===== src/rtl/kamus_fetch_ctrl.sv =====
// kamus_fetch_ctrl
//   Fetch sequencer sitting between the PC/IF datapath, the L1I request port
//   and the ID stage. Owns the PC, issues one word fetch at a time over a
//   req/gnt + rvalid handshake, buffers responses in a small FIFO and hands
//   them to ID under valid/ready. A redirect flushes the FIFO and kills any
//   response still in flight.
//
// Ports
//   clk_i, rst_i         clock, synchronous active-high reset
//   redirect_i           branch/jump taken, load PC from redirect_addr_i
//   redirect_addr_i      redirect target (bits [1:0] forced to zero)
//   imem_req_o           fetch request to L1I
//   imem_addr_o          fetch address (current PC)
//   imem_gnt_i           request accepted this cycle
//   imem_rvalid_i        response valid, one per grant, in order
//   imem_rdata_i         response instruction word
//   instr_valid_o        FIFO head valid towards ID
//   instr_data_o         FIFO head instruction word
//   instr_addr_o         FIFO head PC
//   id_ready_i           ID accepts the head entry
module kamus_fetch_ctrl #(
    parameter logic [31:0] BOOT_ADDR  = 32'h0,
    parameter int unsigned FIFO_DEPTH = 2
) (
    input  logic        clk_i,
    input  logic        rst_i,
    input  logic        redirect_i,
    input  logic [31:0] redirect_addr_i,
    output logic        imem_req_o,
    output logic [31:0] imem_addr_o,
    input  logic        imem_gnt_i,
    input  logic        imem_rvalid_i,
    input  logic [31:0] imem_rdata_i,
    output logic        instr_valid_o,
    output logic [31:0] instr_data_o,
    output logic [31:0] instr_addr_o,
    input  logic        id_ready_i
);

    localparam int unsigned PTR_W = $clog2(FIFO_DEPTH);
    localparam int unsigned CNT_W = PTR_W + 1;

    typedef enum logic [1:0] {
        IDLE,
        REQ,
        WAIT,
        KILL
    } state_t;

    state_t           state;
    state_t           state_next;

    logic [31:0]      pc;
    logic [31:0]      inflight_pc;
    logic [31:0]      fifo_addr [FIFO_DEPTH];
    logic [31:0]      fifo_data [FIFO_DEPTH];
    logic [PTR_W-1:0] wptr;
    logic [PTR_W-1:0] rptr;
    logic [CNT_W-1:0] count;

    logic             has_credit;
    logic             not_empty;
    logic             req;
    logic             grant;
    logic             push;
    logic             pop;

    // Word alignment is implied; the low target bits carry no information.
    logic [1:0]       unused_align;
    assign unused_align = redirect_addr_i[1:0];

    // Issuing only with a free slot guarantees the eventual push never
    // meets a full FIFO, even if ID stalls meanwhile.
    assign has_credit = (count < CNT_W'(FIFO_DEPTH));
    assign not_empty  = (count != '0);

    always_ff @(posedge clk_i) begin
        if (rst_i) begin
            state <= IDLE;
        end else begin
            state <= state_next;
        end
    end

    always_comb begin
        state_next = state;
        req        = 1'b0;
        grant      = 1'b0;
        push       = 1'b0;
        case (state)
            IDLE: begin
                state_next = REQ;
            end
            REQ: begin
                req   = has_credit;
                grant = has_credit & imem_gnt_i;
                // An accepted request cannot be recalled; a redirect in the
                // same cycle just marks its response for discard.
                if (grant) begin
                    state_next = redirect_i ? KILL : WAIT;
                end
            end
            WAIT: begin
                if (imem_rvalid_i) begin
                    push       = ~redirect_i;
                    state_next = REQ;
                end else if (redirect_i) begin
                    state_next = KILL;
                end
            end
            KILL: begin
                if (imem_rvalid_i) begin
                    state_next = REQ;
                end
            end
            default: begin
                state_next = IDLE;
            end
        endcase
        // A pop coinciding with a redirect is dropped by ID; the flush wins.
        pop = not_empty & id_ready_i & ~redirect_i;
    end

    always_ff @(posedge clk_i) begin
        if (rst_i) begin
            pc          <= BOOT_ADDR;
            inflight_pc <= '0;
            wptr        <= '0;
            rptr        <= '0;
            count       <= '0;
            fifo_addr   <= '{default: '0};
            fifo_data   <= '{default: '0};
        end else begin
            if (redirect_i) begin
                pc <= {redirect_addr_i[31:2], 2'b00};
            end else if (grant) begin
                pc <= pc + 32'd4;
            end

            if (grant) begin
                inflight_pc <= pc;
            end

            if (redirect_i) begin
                wptr  <= '0;
                rptr  <= '0;
                count <= '0;
            end else begin
                if (push) begin
                    fifo_addr[wptr] <= inflight_pc;
                    fifo_data[wptr] <= imem_rdata_i;
                    wptr            <= wptr + PTR_W'(1);
                end
                if (pop) begin
                    rptr <= rptr + PTR_W'(1);
                end
                if (push && !pop) begin
                    count <= count + CNT_W'(1);
                end else if (!push && pop) begin
                    count <= count - CNT_W'(1);
                end
            end
        end
    end

    assign imem_req_o    = req;
    assign imem_addr_o   = pc;
    assign instr_valid_o = not_empty;
    assign instr_data_o  = fifo_data[rptr];
    assign instr_addr_o  = fifo_addr[rptr];

endmodule

===== config.mk =====
export PLATFORM = sky130hd
export DESIGN_NAME = kamus_fetch_ctrl
export DESIGN_NICKNAME = d
export VERILOG_FILES = /design/src/rtl/kamus_fetch_ctrl.sv
export SDC_FILE = /design/constraint.sdc
export NUM_CORES = 1
export LEC_CHECK = 0
export BUFFER_PORTS_ARGS = -buffer_cell sky130_fd_sc_hd__buf_2
export CAP_MARGIN = 25
export CORE_MARGIN = 1.5
export CORE_UTILIZATION = 30
export DETAILED_ROUTE_END_ITERATION = 8
export GPL_TIMING_DRIVEN = 0
export HOLD_SLACK_MARGIN = 0.05
export SLEW_MARGIN = 20
export SYNTH_ARGS = -nofsm -noshare
export SYNTH_HDL_FRONTEND = slang
export SYNTH_SLANG_ARGS = --single-unit

===== constraint.sdc =====
create_clock -name clk_i -period 2.6 [get_ports clk_i]
set_clock_uncertainty 0.1 [all_clocks]
set_input_delay 0.13 -clock clk_i [delete_from_list [all_inputs] [get_ports clk_i]]
set_output_delay 0.13 -clock clk_i [all_outputs]
set_load 0.01 [all_outputs]

==> out/summary.txt <==
setup TNS: 0 ns
Avg Cell Area, Syn: 8.049 sq um
largest net degree at the start of global routing: 20
Final HPWL DP: 17,740 um
area leader, netlist: dfxtp_1
fraction of the mapped netlist area in compound gates: 15.16%
clock transition at the registers of the reported paths: 0.08 ns
startpoint types: flop
vias per cell: 4.846
GRT met3 Usage: 4.020%
crit path launch: state[0]$_SDFFE_PP0P_
antenna fix cells: 0
pwr/cell area: 604.4 nW/um^2
initial antenna violation count: 0
worst reg2reg path startpoint: state[0]$_SDFFE_PP0P_
number of synthesized flops with an enable pin: 0
final hold violations: 0
post-CTS setup buffer count: 0
Synth Area in Simple Gates: 23.10%
combinational power share: 10.5%
maximum vdd drop: 0.4240 mV
r2r setup slk: 0.20 ns
worst skew pair latency: 0.44 ns
WHS: 0.08999 ns
H-tree Lvls: 4
Cells after Synth: 1,012
placed cells: 1,516
met1 global-route usage: 24.47%
element type at the critical path end: flop
WL final: 25,000 um
final setup fails: 0
Final WS setup: 0.1959 ns
Worst R2R Path Depth: 7
mux cell area share after synthesis: 8.571%
power share of the clock group: 41.4%
CTS tree: yes
Sequential Power Share: 48.1%
vias in the first global route: 7,415
Post-Synth XOR/XNOR Area: 1.398%
antenna viol nets, final: 0
Worst slew margin: 47.51%
TritonCTS Buffers: 17
CTS Root Cell: clkbuf_16
Post-Synth Adder-Cell Area: 0.7680%
drt wl/cell: 15.50 um
final slew viol count: 0
boundary pin count: 168
max_cap viols: 0
Site Rows: 60
Seq/Total Area, Yosys: 46.70%
area of the multi-input gates: 4011 sq um
Critical Path End: imem_addr_o[15]$_SDFFE_PP0P_
Synth cell types: 46
worst slack, placed: -0.1424 ns
GR peak layer: met2
total iterations of the first detailed-routing run: 7
P_int: 4.650 mW
#FFs+latches synth: 190
class of the worst hold path: in -> reg
die area: 28,150 sq um
Post-synth top cells: nand2_1, dfxtp_1, a21oi_1, clkbuf_1, mux2_2
CTS sink cnt: 190
fraction of power spent switching nets: 27.72%
Psw: 1.784 mW
FMAX: 0.4160 GHz
largest family of logic cells by synthesized area: simple AND/OR/NAND/NOR gates
Reg2Reg Capture Point: imem_addr_o[15]$_SDFFE_PP0P_
Congestion Overflow GR: 0
LEAKAGE: 4.066 nW
Syn-to-layout area delta: 30.69%
status: complete, no violations
FF/Latch Area: 3804 sq um
Req. time, crit path: 2.85 ns
Synth area leaders: dfxtp_1, nand2_1, a21oi_1
Finished Cell Area: 10,650 sq um
top-area cell type share of the netlist area: 46.70%
Syn. warnings: 0
placement-stage cell area: 9384 sq um
CP max FO: 9
layout cells sized above 1: 21.78%
Fill cells: 2,752
total number of vias: 7,817
Die X: 167.8 um
routability cong.: 0.8657
RSZ-0062 raised after global routing: no
post-layout min period: 2.404 ns
met2 GRT Util: 28.01%
Top FF cell, synth: dfxtp_1
all-layer global routing usage: 17.81%
Nets: 1,334
maximum root-to-sink buffer count: 2
Synth Cell Area: 8145 sq um
crit path kind: reg -> reg
first-pass GRT wire length: 39,710 um
Least-Margin Pin Slew: 0.7873 ns
Critical Path AT: 2.65 ns
fin crit share: 92.47%
Async SR Flop Fraction: 0%
DR iter-0 viols: 530
initial core utilization: 30.39%
Remaining DRCs: 0
# port buffers: 160
count leader, synth: nand2_1
Finished Layout Cells: 1,613
core area: 26,800 sq um
Vert. Die Dim: 167.8 um
[cell usage in the layout, fill, tap and decap left out, types with 12 or more instances in the layout]
| cell | n |
|---|---|
| clkbuf_16 | 17 |
| clkbuf_1 | 60 |
| nand2_1 | 328 |
| nor2_1 | 25 |
| nand3_1 | 12 |
| a21oi_1 | 163 |
| mux2_2 | 62 |
| buf_2 | 165 |
| dlygate4sd3_1 | 65 |
| dfxtp_1 | 190 |
[worst max-delay path: stages (launching register included)]
cell	delay, ns
dfxtp_1	0.40
ha_1	0.16
buf_2	0.21
nand4b_4	0.21
or3_1	0.40
buf_2	0.18
or4_1	0.40
a311oi_1	0.26
[sequential cells by signal (all words and copies together), names as in the netlist]
| register | flops |
|---|---|
| fifo_addr | 60 |
| fifo_data | 64 |
| wptr | 1 |
| rptr | 1 |
| imem_addr_o | 30 |
| state | 2 |
| count | 2 |
| inflight_pc | 30 |
[what timing repair did]
| item | in CTS | in global routing |
|---|---|---|
| resized for setup | 2 | 11 |
| endpoints found under the setup margin | 16 | 45 |
| endpoints found under the hold margin | 97 | 0 |
| hold buffers | 65 | 0 |
[layer usage]
metal,vias up,wire [um]
li1,3936,-
met1,3594,11910
met2,257,11110
met3,30,1595
met4,0,384
met5,-,0
[worst min-delay path by stage]
stage          depth (start not counted)                           to       startpoint  slack (ns)
6_report                               5  imem_addr_o[4]$_SDFFE_PP0P_       imem_gnt_i        0.09
5_1_grt                                5  imem_addr_o[4]$_SDFFE_PP0P_       imem_gnt_i        0.13
4_1_cts                                5  imem_addr_o[4]$_SDFFE_PP0P_       imem_gnt_i        0.07
3_5_place_dp                           3    fifo_data[8]$_SDFFE_PP0P_  imem_rdata_i[8]        0.29
3_3_place_gp                           3    fifo_data[0]$_SDFFE_PP0P_  imem_rdata_i[0]        0.28
2_1_floorplan                          2    fifo_data[0]$_SDFFE_PP0P_  imem_rdata_i[0]        0.17
[power by group through the flow]
stage | Sequential [mW] | Combinational [mW] | Clock, mW
after floorplan | 3.14 | 0.345 | 0
after global placement | 3.16 | 0.580 | 0
after detailed placement | 3.16 | 0.588 | 0
after CTS | 3.09 | 0.673 | 2.72
after global routing | 3.10 | 0.746 | 2.84
final | 3.09 | 0.676 | 2.67
[metrics by stage]
step	power [mW]	utilization, %
floorplan	3.484	-
global placement	3.737	35.01
detailed placement	3.745	35.01
CTS	6.485	39.67
global route	6.693	39.72
finish	6.434	39.72
[logic make-up (layout without fill, tap and decap cells)]
family / count (synthesis) / count (layout)
compound gates: 219 / 219
xor+xnor: 13 / 13
fa+ha+maj: 5 / 5
buf+inv: 87 / 344
flops: 190 / 190
mux: 62 / 62
other cells: 1 / 4
simple gates: 435 / 435
[layout make-up]
class	instances	area share, %
clock inverters	15	1.598
repair buffers	225	13.63
plain buffers	78	3.032
multi-input cells	738	37.68
flip-flops and latches	190	35.73
inverters	9	0.3173
clock buffers	17	3.996
well taps	341	4.008
Power figures use the tool's default switching activity.
